$ cat src/rtl/ftdi_byte_fifo.sv
// Single-clock byte FIFO between the FTDI bridge and core logic, with registered read data.
// Optional sticky overflow/underflow flags are built when FTDI_FIFO_ERR_FLAGS_EN is defined.
module ftdi_byte_fifo #(
    parameter int unsigned DEPTH_LOG2  = 4,
    parameter int unsigned AFULL_LEVEL = 12
) (
    input  logic                  iClk,
    input  logic                  iRst_n,
    input  logic                  iWrEn,
    input  logic [7:0]            iWrData,
    output logic                  oFull,
    output logic                  oAlmostFull,
    input  logic                  iRdEn,
`ifdef FTDI_FIFO_ERR_FLAGS_EN
    input  logic                  iErrClr,
    output logic                  oOverflow,
    output logic                  oUnderflow,
`endif
    output logic [7:0]            oRdData,
    output logic                  oEmpty,
    output logic [DEPTH_LOG2:0]   oCount
);

    localparam int unsigned Depth = 1 << DEPTH_LOG2;
    localparam logic [DEPTH_LOG2:0] FullCnt  = (DEPTH_LOG2 + 1)'(Depth);
    localparam logic [DEPTH_LOG2:0] AfullCnt = (DEPTH_LOG2 + 1)'(AFULL_LEVEL);
    localparam logic [DEPTH_LOG2:0] CntOne   = (DEPTH_LOG2 + 1)'(1);
    localparam logic [DEPTH_LOG2-1:0] PtrOne = DEPTH_LOG2'(1);

    logic [7:0]            mem_q [Depth];
    logic [DEPTH_LOG2-1:0] wr_ptr_q, wr_ptr_d;
    logic [DEPTH_LOG2-1:0] rd_ptr_q, rd_ptr_d;
    logic [DEPTH_LOG2:0]   count_q, count_d;
    logic [7:0]            rd_data_q, rd_data_d;
    logic                  full_q, full_d;
    logic                  empty_q, empty_d;
    logic                  afull_q, afull_d;
    logic                  wr_acc, rd_acc;

    // A write into a full FIFO is allowed only when a read frees a slot in the same cycle.
    always_comb begin
        rd_acc = iRdEn & ~empty_q;
        wr_acc = iWrEn & (~full_q | rd_acc);
    end

    always_comb begin
        wr_ptr_d  = wr_ptr_q;
        rd_ptr_d  = rd_ptr_q;
        rd_data_d = rd_data_q;
        count_d   = count_q;
        if (wr_acc) begin
            wr_ptr_d = wr_ptr_q + PtrOne;
        end
        if (rd_acc) begin
            rd_ptr_d  = rd_ptr_q + PtrOne;
            rd_data_d = mem_q[rd_ptr_q];
        end
        case ({wr_acc, rd_acc})
            2'b10:   count_d = count_q + CntOne;
            2'b01:   count_d = count_q - CntOne;
            default: count_d = count_q;
        endcase
        full_d  = (count_d == FullCnt);
        empty_d = (count_d == '0);
        afull_d = (count_d >= AfullCnt);
    end

    always_ff @(posedge iClk or negedge iRst_n) begin
        if (!iRst_n) begin
            wr_ptr_q  <= '0;
            rd_ptr_q  <= '0;
            count_q   <= '0;
            rd_data_q <= 8'h00;
            full_q    <= 1'b0;
            empty_q   <= 1'b1;
            afull_q   <= 1'b0;
        end else begin
            wr_ptr_q  <= wr_ptr_d;
            rd_ptr_q  <= rd_ptr_d;
            count_q   <= count_d;
            rd_data_q <= rd_data_d;
            full_q    <= full_d;
            empty_q   <= empty_d;
            afull_q   <= afull_d;
        end
    end

    // Storage is deliberately left unreset; reset only discards it via the pointers.
    always_ff @(posedge iClk) begin
        if (wr_acc) begin
            mem_q[wr_ptr_q] <= iWrData;
        end
    end

    assign oRdData     = rd_data_q;
    assign oFull       = full_q;
    assign oEmpty      = empty_q;
    assign oAlmostFull = afull_q;
    assign oCount      = count_q;

`ifdef FTDI_FIFO_ERR_FLAGS_EN
    logic overflow_q, overflow_d;
    logic underflow_q, underflow_d;

    // Clear takes priority over a same-cycle set.
    always_comb begin
        overflow_d  = overflow_q | (iWrEn & ~wr_acc);
        underflow_d = underflow_q | (iRdEn & ~rd_acc);
        if (iErrClr) begin
            overflow_d  = 1'b0;
            underflow_d = 1'b0;
        end
    end

    always_ff @(posedge iClk or negedge iRst_n) begin
        if (!iRst_n) begin
            overflow_q  <= 1'b0;
            underflow_q <= 1'b0;
        end else begin
            overflow_q  <= overflow_d;
            underflow_q <= underflow_d;
        end
    end

    assign oOverflow  = overflow_q;
    assign oUnderflow = underflow_q;
`endif

endmodule
$ cat config.mk
export PLATFORM = sky130hd
export DESIGN_NAME = ftdi_byte_fifo
export DESIGN_NICKNAME = d
export VERILOG_FILES = /design/src/rtl/ftdi_byte_fifo.sv
export SDC_FILE = /design/constraint.sdc
export NUM_CORES = 1
export LEC_CHECK = 0
export ABC_AREA = 1
export BUFFER_PORTS_ARGS = -buffer_cell sky130_fd_sc_hd__buf_2
export CAP_MARGIN = 10
export CORE_UTILIZATION = 45
export CTS_CLUSTER_DIAMETER = 30
export DETAILED_ROUTE_END_ITERATION = 8
export SLEW_MARGIN = 20
export SYNTH_ARGS = -nofsm -noshare
export SYNTH_HDL_FRONTEND = slang
export SYNTH_SLANG_ARGS = --single-unit
export TNS_END_PERCENT = 30
$ cat constraint.sdc
create_clock -name iClk -period 2.45 [get_ports iClk]
set_input_delay 0.735 -clock iClk [delete_from_list [all_inputs] [get_ports iClk]]
set_output_delay 0.735 -clock iClk [all_outputs]
set_load 0.01 [all_outputs]
* After elaboration in Yosys (flattened, before gate mapping)
Memory sizes are Yosys's and may differ from the RTL's. A register that Yosys moved wholly into a read port is not among the register bits. Cells that the tools add are included.
Operators by class: reductions and logical operators 2, magnitude comparators 1, bitwise logic cells 5, eq/ne operators 3, muxes and demuxes 3, $add $sub $neg 4
Operator list (count):
- 5-bit one-hot mux with 2 select lines | 1
- 4-bit by 1-bit adder with 4-bit output (second input constant) | 2
- 5-bit by 1-bit adder with 5-bit output (second input constant) | 1
- 5-bit equality test (second input constant) | 1
- 5-bit by 4-bit >= comparator with 1-bit output (second input constant) | 1
- 5-bit zero test | 1
- 5-bit by 1-bit subtractor with 5-bit output (second input constant) | 1
- 1-bit AND | 2
- 2-bit by 1-bit equality test with 1-bit output (second input constant) | 1
- 2-bit equality test (second input constant) | 1
- 1-bit 2-to-1 mux | 2
- 1-bit NOT | 2
- 1-bit zero test | 1
- 1-bit OR | 1
Storage, ports and cells: RAM bits 128, word-level logic and storage cells 25, output and inout bits 16, memories kept 1, input bits 12, flip-flop bits (word level) 16
Memories:
- mem_q | depth 16, width 8, rd ports 1, clocked after memory_dff 1, wr ports 1, line 30 | logic [7:0] mem_q [Depth];

* Logic depth before layout (Yosys ltp)
Gate-level depths: netlist of run 1.
depth in word-level cells 7, depth in mapped cells 16, depth with buffers taken out 16

* Least setup slack after synthesis of run 1
OpenSTA, ideal clock, no wires.
path kind input to register, from in iRdEn, to reg full_q (netlist: oFull), arrival time 2.664 ns, cell stages on the path 14, setup slack -0.286 ns, data required time 2.378 ns, setup time 0.072 ns, path buffers 1, path through inv_1 nor2_2 clkbuf_1 ha_1 nand2_1 inv_1 nor2_1 ha_1 nand2_1 o21ai_1 or2_0 nor2_1 nand3_1 nor2_1
On the way: word-level cells in the longest chain between the ends 6, elaborated cells on any way between the ends 7, classes of those cells eq/ne: 3; mux: 1; bitwise: 3
RTL lines:
- start: declaration | line 13 | input logic iRdEn,
- 1-bit AND * | line 42 | rd_acc = iRdEn & ~empty_q;
- via rd_acc | line 38 | logic wr_acc, rd_acc;
- 1-bit OR | line 43 | wr_acc = iWrEn & (~full_q | rd_acc);
- 1-bit AND | line 43
- 2-bit by 1-bit equality test with 1-bit output or 2-bit equality test (tied branches) | line 58 | case ({wr_acc, rd_acc})
- 5-bit one-hot mux with 2 select lines * | line 58
- via count_d[1] | line 33 | logic [DEPTH_LOG2:0] count_q, count_d;
- 5-bit equality test * | line 63 | full_d = (count_d == FullCnt);
- via full_d | line 35 | logic full_q, full_d;
- end signal: assignment | line 82 | full_q <= full_d;
- end: declaration | line 35
Mark *: on every way through the listed nets, which the timed path passes. The rest lies on a longest branch. A chain may end at the register's enable or synchronous reset.

* Final worst setup path of run 1
from reg empty_q (netlist: oEmpty), to reg full_q (netlist: oFull)
On the way: word-level cells in the longest chain between the ends 7, elaborated cells on any way between the ends 8, classes of those cells eq/ne: 3; mux: 1; bitwise: 4
RTL lines:
- start: declaration | line 36 | logic empty_q, empty_d;
- start signal: assignment | line 83 | empty_q <= empty_d;
- 1-bit NOT * | line 42
- 1-bit AND * | line 42
- 1-bit OR | line 43
- 1-bit AND | line 43
- 2-bit by 1-bit equality test with 1-bit output or 2-bit equality test (tied branches) | line 58
- 5-bit one-hot mux with 2 select lines * | line 58
- via count_d[2] | line 33
- 5-bit equality test * | line 63
- via full_d | line 35
Marked as above.

==> results of run 1 <==
stage by stage:
step	instance area, µm²	power (µW)	hold slack (ns)	TNS, ns	cells
after floorplan	6385	5645	0.4394	0	569
after global placement	6850	6615	0.5114	-0.02290	783
after detailed placement	6850	6679	0.5166	-0.1851	783
after CTS	7502	9407	0.3072	0	815
after global routing	7502	9927	0.3365	0	815
final	7502	9369	0.3063	0	815
state kept, by name (all words and copies together) (netlist names):
name / flops
mem_q: 128
oCount: 5
oEmpty: 1
oAlmostFull: 1
rd_ptr_q: 4
oFull: 1
oRdData: 8
wr_ptr_q: 4
metal layers:
layer  vias up  part of all wire (%)  wire [µm]
li1       2065                     -          -
met4         0                   1.4        193
met3        16                   5.3        753
met5         -                     0          0
met1      2080                    46       6518
met2       127                    48       6770
cells in the final DEF (no fill, tap or decap), types with 2 or more instances in the layout:
cell type,count
nand2_1,183
edfxtp_1,128
nand3_1,105
buf_4,32
nor2_1,30
buf_2,27
clkbuf_16,22
dfrtp_1,22
a21oi_1,17
inv_1,15
ha_1,7
xor2_1,6
clkbuf_8,6
inv_2,4
nand2_2,4
o21ai_0,4
nand4_1,4
xnor2_1,2
nor2_2,2
clkinv_1,2
clkbuf_1,2
logic make-up (layout without fill, tap and decap cells):
group	after synthesis	in the layout	synth area share [%]
compound gates	24	24	1.986
xor+xnor	8	8	1.101
fa+ha+maj	8	8	1.573
buf+inv	46	112	3.323
flops	152	152	69.86
simple gates	331	331	22.16
power by group through the flow:
stage | Clock, µW | Combinational, µW | Sequential [µW]
CTS | 2760 | 3190 | 3460
global route | 2860 | 3560 | 3500
floorplan | 0 | 2130 | 3510
detailed placement | 0 | 3170 | 3510
global placement | 0 | 3120 | 3490
finish | 2730 | 3180 | 3460
worst max-delay path by stage:
| stage | from | endpoint | slack, ns |
|---|---|---|---|
| detailed placement | iRdEn | oFull | -0.11 |
| CTS | oEmpty | oFull | 0.25 |
| finish | oEmpty | oFull | 0.26 |
| global placement | iRdEn | oFull | -0.02 |
| global route | oEmpty | oFull | 0.05 |
| floorplan | iRdEn | oFull | 0.05 |
area by class of cell:
cell class | instances | area [µm²]
tap | 180 | 225.2
multi-input combinational | 371 | 1724
timing repair buffer | 59 | 375.4
clock inverter | 2 | 11.26
inverter | 21 | 78.83
sequential | 152 | 4447
fill | 1157 | 6325
clock buffer | 30 | 640.6
critical path: cells and delay by family (launching register included):
kind            cells  cell delay [ns]
simple gates        9             0.77
compound gates      2             0.37
flops               1             0.56
buf+inv             1             0.07
fa+ha+maj           2             0.36
==> results.sh, run 1 <==
export IMPL_cts_resized=0
export IMPL_max_freq_mhz=456.7
export IMPL_area_growth_pct=17.89
export IMPL_fin_crit_sh_pct=89.37
export IMPL_setup_viol=0
export IMPL_portBuffers=27
export IMPL_synth_area_top_cells="edfxtp_1 60%, nand2_1 11%, dfrtp_1 9.0%, nand3_1 8.3%, nor2_1 1.8%"
export IMPL_cp_arrival_ns=2.53
export IMPL_rows=43
export IMPL_critPathLaunchType="flip-flop"
export IMPL_wirelength_um=14240
export IMPL_p_clk_share_pct=29.1
export IMPL_diodes=0
export IMPL_grt_pass1_vias=4202
export IMPL_yosysWarnings=0
export IMPL_numCtsBuffers=17
export IMPL_ys_seq_area_share_pct=69.86
export IMPL_synth_net_count=589
export IMPL_synth_top_area_share_pct=60.40
export IMPL_drcViolationCount=0
export IMPL_grt_pass1_wl_um=22540
export IMPL_worst_pin_slew_ns=0.6066
export IMPL_place_ws_ns=-0.1058
export IMPL_comb_power_share_pct=34.0
export IMPL_crit_path_cell_trace="nor2_4, o21ai_2, ha_4, nand2_1, inv_1, nor2_1, ha_1, a21oi_1, nand2_1, nand3_1, nand2_1, nor2_1, nand3_1, nor2_1"
export IMPL_status="finished clean"
export IMPL_clkLatencyLatePin_ns=0.42
export IMPL_track_usage_pct=21.05
export IMPL_slowest_delay_ns=0.56
export IMPL_drive_gt1_share_pct=16.54
export IMPL_peakVddDrop_uv=621.6
export IMPL_cp_max_fo=3
export IMPL_hold_viol_final=0
export IMPL_synthDistinctLibCells=26
export IMPL_synth_cells=569
export IMPL_die_area_um2=14620
export IMPL_syn_area_um2=6364
export IMPL_critPathKind="reg2reg"
export IMPL_min_path_type="in2async"
export IMPL_ant_nets=0
export IMPL_slew_headroom_pct=59.31
export IMPL_initial_utilization_pct=46.02
export IMPL_rr_startpoint="oEmpty"
export IMPL_hold_buffers=0
export IMPL_routabilityCongestion=0.8254
export IMPL_viasPerCell=5.261
export IMPL_cts_root_buf="clkbuf_16"
export IMPL_async_flop_share_pct=15.79
export IMPL_cts_setup_buffers=0
export IMPL_core_area_um2=13830
export IMPL_use_met3_pct=4.323
export IMPL_die_x_um=120.9
export IMPL_regToRegEndpoint="oFull"
export IMPL_cp_required_ns=2.79
export IMPL_cts_reportedPaths_clkPinSlew_ns=0.06
export IMPL_seqPwrFrac_pct=36.9
export IMPL_drt_iter0_drc=420
export IMPL_swShare_pct=35.85
export IMPL_tritoncts="done"
export IMPL_met1_usage_pct=28.93
export IMPL_grt_max_degree=43
export IMPL_top_usage_layer="met2"
export IMPL_synthTopCellsByCount="183 x nand2_1, 128 x edfxtp_1, 105 x nand3_1"
export IMPL_die_h_um=120.9
export IMPL_p_switching_uw=3359
export IMPL_ff2ff_setup_slack_ns=0.26
export IMPL_ys_seq_elements=152
export IMPL_rsz0062_at_grt="no"
export IMPL_maxCapViolCount=0
export IMPL_wl_per_cell_um=17.47
export IMPL_synth_ff_type="edfxtp_1"
export IMPL_htree_num_levels=4
export IMPL_critPathSlowestCell="dfstp_2"
export IMPL_overflow=0
export IMPL_synth_edf_count=128
export IMPL_rr_worst_depth=14
export IMPL_synth_most_common_cell="nand2_1"
export IMPL_final_util_pct=54.26
export IMPL_pin_count=28
export IMPL_slew_viol_final=0
export IMPL_cts_max_path_buffers=2
export IMPL_finalWorstSetupSlack_ns=0.2606
export IMPL_dp_hpwl_um=8885
export IMPL_yosys_area_top_type="edfxtp_1"
export IMPL_min_period_ns=2.189
export IMPL_clkSinkCount=152
export IMPL_first_pass_iters=7
export IMPL_syn_avg_cell_area_um2=11.18
export IMPL_finalClockSkew_ns=0.008838
export IMPL_p_leak_uw=0.002990
export IMPL_met2_usage_pct=33.50
export IMPL_final_nets=642
export IMPL_p_int_uw=6010
export IMPL_vias=4288
export IMPL_antenna_found_initial=0
export IMPL_pwr_density_cell_nw_per_um2=1249
export IMPL_critPathCaptureType="flip-flop"
(Power assumes the default switching activity.)
==> inputs of run 2 (changes only) <==
Settings changed: CTS_BUF_LIST set to sky130_fd_sc_hd__clkbuf_2.
==> run 2 against run 1 <==
- final cell count grew 0.25%
- sequential share of layout area grew 3.0 points
- critical endpoint unchanged
- utilization shrank 2.6 points
- die area is the same
- critical path depth is the same
==> results.sh, run 2 (same netlist as run 1, synthesis figures left out) <==
export IMPL_maxCapViolCount=0
export IMPL_first_pass_iters=5
export IMPL_ff2ff_setup_slack_ns=0.23
export IMPL_drive_gt1_share_pct=16.67
export IMPL_cts_root_buf="clkbuf_2"
export IMPL_vias=4252
export IMPL_setup_viol=0
export IMPL_tritoncts="done"
export IMPL_clkLatencyLatePin_ns=0.67
export IMPL_seqPwrFrac_pct=42.0
export IMPL_top_register="mem_q"
export IMPL_slew_viol_final=0
export IMPL_max_freq_mhz=449.5
export IMPL_rsz0062_at_grt="no"
export IMPL_area_growth_pct=12.23
export IMPL_p_leak_uw=0.002850
export IMPL_pwr_density_cell_nw_per_um2=1151
export IMPL_p_int_uw=5000
export IMPL_peakVddDrop_uv=510.8
export IMPL_drt_iter0_drc=380
export IMPL_overflow=0
export IMPL_nFillCells=1209
export IMPL_final_cell_mix="183 x nand2_1, 128 x edfxtp_1, 105 x nand3_1"
export IMPL_status="finished clean"
export IMPL_p_switching_uw=3220
export IMPL_final_area_um2=7142
export IMPL_power_uw=8220
export IMPL_rr_worst_depth=14
export IMPL_crit_end="oFull"
export IMPL_cp_arrival_ns=2.84
export IMPL_cp_required_ns=3.07
export IMPL_min_period_ns=2.225
export IMPL_initial_utilization_pct=46.02
export IMPL_grt_pass1_wl_um=22580
export IMPL_largest_reg_flops=128
export IMPL_wirelength_um=14210
export IMPL_critPathLaunchType="flip-flop"
export IMPL_mostFrequentLayoutCell="nand2_1"
export IMPL_die_x_um=120.9
export IMPL_swShare_pct=39.17
export IMPL_rows=43
export IMPL_critPathCaptureType="flip-flop"
export IMPL_die_h_um=120.9
export IMPL_comb_power_share_pct=38.6
export IMPL_cp_max_fo=3
export IMPL_grt_pass1_vias=4196
export IMPL_portBuffers=27
export IMPL_critPathKind="reg2reg"
export IMPL_track_usage_pct=20.98
export IMPL_grt_max_degree=43
export IMPL_drcViolationCount=0
export IMPL_core_area_um2=13830
export IMPL_fin_crit_sh_pct=90.80
export IMPL_final_nets=643
export IMPL_regToRegEndpoint="oFull"
export IMPL_placed_area_um2=6850
export IMPL_pin_count=28
export IMPL_cp_startpoint="oEmpty"
export IMPL_slew_headroom_pct=58.83
export IMPL_cts_max_path_buffers=2
export IMPL_antenna_found_initial=1
export IMPL_dp_hpwl_um=8885
export IMPL_cts_setup_buffers=0
export IMPL_wl_per_cell_um=17.39
export IMPL_clkSinkCount=152
export IMPL_numCtsBuffers=17
export IMPL_min_path_type="in2reg"
export IMPL_hold_viol_final=0
export IMPL_p_clk_share_pct=19.4
export IMPL_worst_pin_slew_ns=0.6138
export IMPL_rr_startpoint="oEmpty"
export IMPL_tns_ns=0
export IMPL_routabilityCongestion=0.8254
export IMPL_htree_num_levels=4
export IMPL_ant_nets=0
export IMPL_viasPerCell=5.204
export IMPL_die_area_um2=14620
export IMPL_cts_reportedPaths_clkPinSlew_ns=0.21
export IMPL_finalClockSkew_ns=0.02878
## run 2: worst min path at each step
stage	startpoint	end	slack, ns	cells past startpoint
floorplan	iRst_n	oAlmostFull	0.44	0
global placement	oRdData[3]	oRdData[3]	0.51	2
detailed placement	oRdData[6]	oRdData[6]	0.52	2
CTS	iWrData[1]	mem_q[7][1]	0.37	1
global route	iWrData[7]	mem_q[4][7]	0.35	1
finish	iWrData[1]	mem_q[4][1]	0.43	1
## run 2: power groups by stage
stage	Combinational, µW	Clock [µW]	Sequential, µW
CTS	3190	1630	3450
floorplan	2130	0	3510
detailed placement	3170	0	3510
global placement	3120	0	3490
global route	3560	1730	3500
finish	3170	1600	3450
## run 2: repair_timing
| item | 4_1_cts | 5_1_grt |
|---|---|---|
| hold buffers | 1 | 0 |
| resized for setup | 0 | 0 |
| setup endpoints to repair | 0 | 0 |
| hold endpoints to repair | 23 | 0 |
## run 2: final cells by class
class / count / area [µm²] / area share [%]
sequential: 152 / 4447 / 62.26
multi-input combinational: 371 / 1724 / 24.14
timing repair buffer: 60 / 385.4 / 5.396
tap: 180 / 225.2 / 3.153
clock inverter: 13 / 183.9 / 2.575
clock buffer: 19 / 95.09 / 1.331
inverter: 21 / 78.83 / 1.104
antenna: 1 / 2.502 / 0.03504
## run 2: per-stage QoR
step / setup WS (ns) / std cells / hold WS [ns] / util [%]
finish: 0.2254 / 817 / 0.4309 / 51.65
detailed placement: -0.1058 / 783 / 0.5166 / 49.54
floorplan: 0.04978 / 569 / 0.4394 / -
global route: 0.01081 / 817 / 0.3521 / 51.65
CTS: 0.2201 / 816 / 0.3697 / 51.63
global placement: -0.01920 / 783 / 0.5114 / 49.54
## run 2: critical path, stage by stage, from the launching register on
cell and delay, ns:
dfstp_2 0.61, nor2_4 0.05, o21ai_2 0.18, ha_4 0.17, nand2_1 0.06, inv_1 0.07
nor2_1 0.05, ha_1 0.19, a21oi_1 0.19, nand2_1 0.08, nand3_1 0.08, nand2_1 0.09
nor2_1 0.10, nand3_1 0.13, nor2_1 0.13
## run 2: metal layers
layer / up-vias / track usage, % / share of wire, %
met4: 0 / 6.713 / 1.2
met3: 15 / 3.994 / 5.2
li1: 2068 / - / -
met1: 2047 / 29.17 / 46
met5: - / 0 / 0
met2: 122 / 33.32 / 48
==> inputs of run 3 (changes only) <==
Settings changed: CORE_UTILIZATION 45 to 29, GPL_ROUTABILITY_DRIVEN set to 1.
==> run 3 against run 2 <==
- via count down 1.4%
- first-iteration DRC count down 31%
- clock power down 20%
- combinational power up 3%
- hold slack got worse by 0.029 ns
- non-clock buffer count fell by 2
- wire length down 1.2%
- maximum frequency rose by 1.4%
- sequential share of layout area fell by 0.48 points
- flip-flop and latch count is the same
- critical path depth is 1 lower
- final cell count is 11% higher
==> results.sh, run 3 (same netlist as run 1, synthesis figures left out) <==
export IMPL_min_path_type="in2reg"
export IMPL_clkSinkCount=152
export IMPL_final_area_um2=7197
export IMPL_core_area_um2=21290
export IMPL_first_pass_iters=4
export IMPL_dp_hpwl_um=8957
export IMPL_maxCapViolCount=0
export IMPL_portBuffers=27
export IMPL_cts_reportedPaths_clkPinSlew_ns=0.21
export IMPL_final_nets=641
export IMPL_die_h_um=150.1
export IMPL_critPathCaptureType="flip-flop"
export IMPL_finalWorstSetupSlack_ns=0.2554
export IMPL_critPathLaunchType="flip-flop"
export IMPL_clkLatencyLatePin_ns=0.69
export IMPL_numCtsBuffers=17
export IMPL_slew_viol_final=0
export IMPL_peakVddDrop_uv=423.7
export IMPL_wl_per_cell_um=15.48
export IMPL_vias=4193
export IMPL_slew_headroom_pct=52.06
export IMPL_cts_setup_buffers=0
export IMPL_grt_max_degree=68
export IMPL_pin_count=28
export IMPL_cp_max_fo=3
export IMPL_place_ws_ns=-0.07596
export IMPL_pwr_density_cell_nw_per_um2=1110
export IMPL_rr_worst_depth=13
export IMPL_finalClockSkew_ns=0.02154
export IMPL_grt_pass1_wl_um=22260
export IMPL_status="finished clean"
export IMPL_top_register="mem_q"
export IMPL_cts_max_path_buffers=2
export IMPL_p_leak_uw=0.002801
export IMPL_routabilityCongestion=0.8448
export IMPL_die_area_um2=22540
export IMPL_htree_num_levels=4
export IMPL_final_cell_mix="183 x nand2_1, 128 x edfxtp_1, 105 x nand3_1"
export IMPL_track_usage_pct=13.40
export IMPL_rsz0062_at_grt="no"
export IMPL_nFillCells=2147
export IMPL_overflow=0
export IMPL_largest_reg_flops=128
export IMPL_critPathKind="reg2reg"
export IMPL_drt_iter0_drc=261
export IMPL_placed_area_um2=6979
export IMPL_cts_root_buf="clkbuf_2"
export IMPL_drive_gt1_share_pct=16.30
export IMPL_multi_input_area_um2=1728
export IMPL_fin_crit_sh_pct=89.58
export IMPL_min_period_ns=2.195
export IMPL_cp_arrival_ns=2.83
export IMPL_ant_nets=0
export IMPL_wirelength_um=14040
export IMPL_die_x_um=150.1
export IMPL_viasPerCell=4.623
export IMPL_hold_viol_final=0
export IMPL_setup_viol=0
export IMPL_mostFrequentLayoutCell="nand2_1"
export IMPL_tritoncts="done"
export IMPL_seqCellArea_um2=4447
export IMPL_worst_pin_slew_ns=0.7190
export IMPL_drcViolationCount=0
export IMPL_area_growth_pct=13.09
export IMPL_rows=53
export IMPL_max_freq_mhz=455.7
export IMPL_antenna_found_initial=0
export IMPL_grt_pass1_vias=3954
export IMPL_cp_required_ns=3.09
export IMPL_final_util_pct=33.81
export IMPL_diodes=0
export IMPL_holdPathStages=1
export IMPL_initial_utilization_pct=29.89
-- run 3: final timing paths --
check	slack (ns)	startpoint	to
setup / recovery	0.26	oEmpty	oFull
hold / removal	0.40	iWrData[0]	mem_q[4][0]
setup reg to reg	0.26	oEmpty	oFull
hold reg to reg	0.55	oRdData[6]	oRdData[6]
max in group asynchronous	1.51	iRst_n	rd_ptr_q[0]
min in group asynchronous	0.54	iRst_n	oCount[1]
-- run 3: cell type report --
cell class	instances	area share, %
flip-flops and latches	152	61.79
clock inverters	11	1.513
repair buffers	58	5.494
well taps	275	4.781
clock buffers	19	1.321
multi-input cells	371	24.01
inverters	21	1.095
-- run 3: repair_timing --
action	4_1_cts	5_1_grt
endpoints found under the hold margin	23	0
gates resized for setup	0	1
endpoints found under the setup margin	0	1
hold buffers	1	0
-- run 3: metal layers --
metal / up-vias / GRT usage, % / part of all wire (%)
li1: 2059 / - / -
met4: 0 / 3.232 / 0.75
met5: - / 0 / 0
met3: 11 / 3.818 / 5.1
met2: 106 / 20.19 / 46
met1: 2017 / 18.94 / 48
-- run 3: stage by stage --
stage	std cells	hold slack, ns	total power [µW]	setup TNS, ns
global route	907	0.3095	8595	0
CTS	907	0.3435	8038	0
detailed placement	876	0.5164	6760	-0.1394
finish	907	0.4024	7987	0
global placement	876	0.5118	6740	-0.01648
floorplan	569	0.4394	5645	0
-- run 3: where the power goes --
group          switching [µW]  internal [µW]
logic                    2180           1070
registers                 235           3230
clock network             829            449
total                    3240           4740
-- run 3: critical path, stage by stage (launching register included) --
cell,delay [ns]
dfstp_2,0.62
nor2_4,0.06
o21ai_2,0.18
ha_4,0.17
nand2_1,0.06
inv_1,0.07
nor2_1,0.05
ha_1,0.27
nand2_1,0.06
o21ai_1,0.07
or2_0,0.20
nor2_1,0.11
nand3_1,0.12
nor2_1,0.10
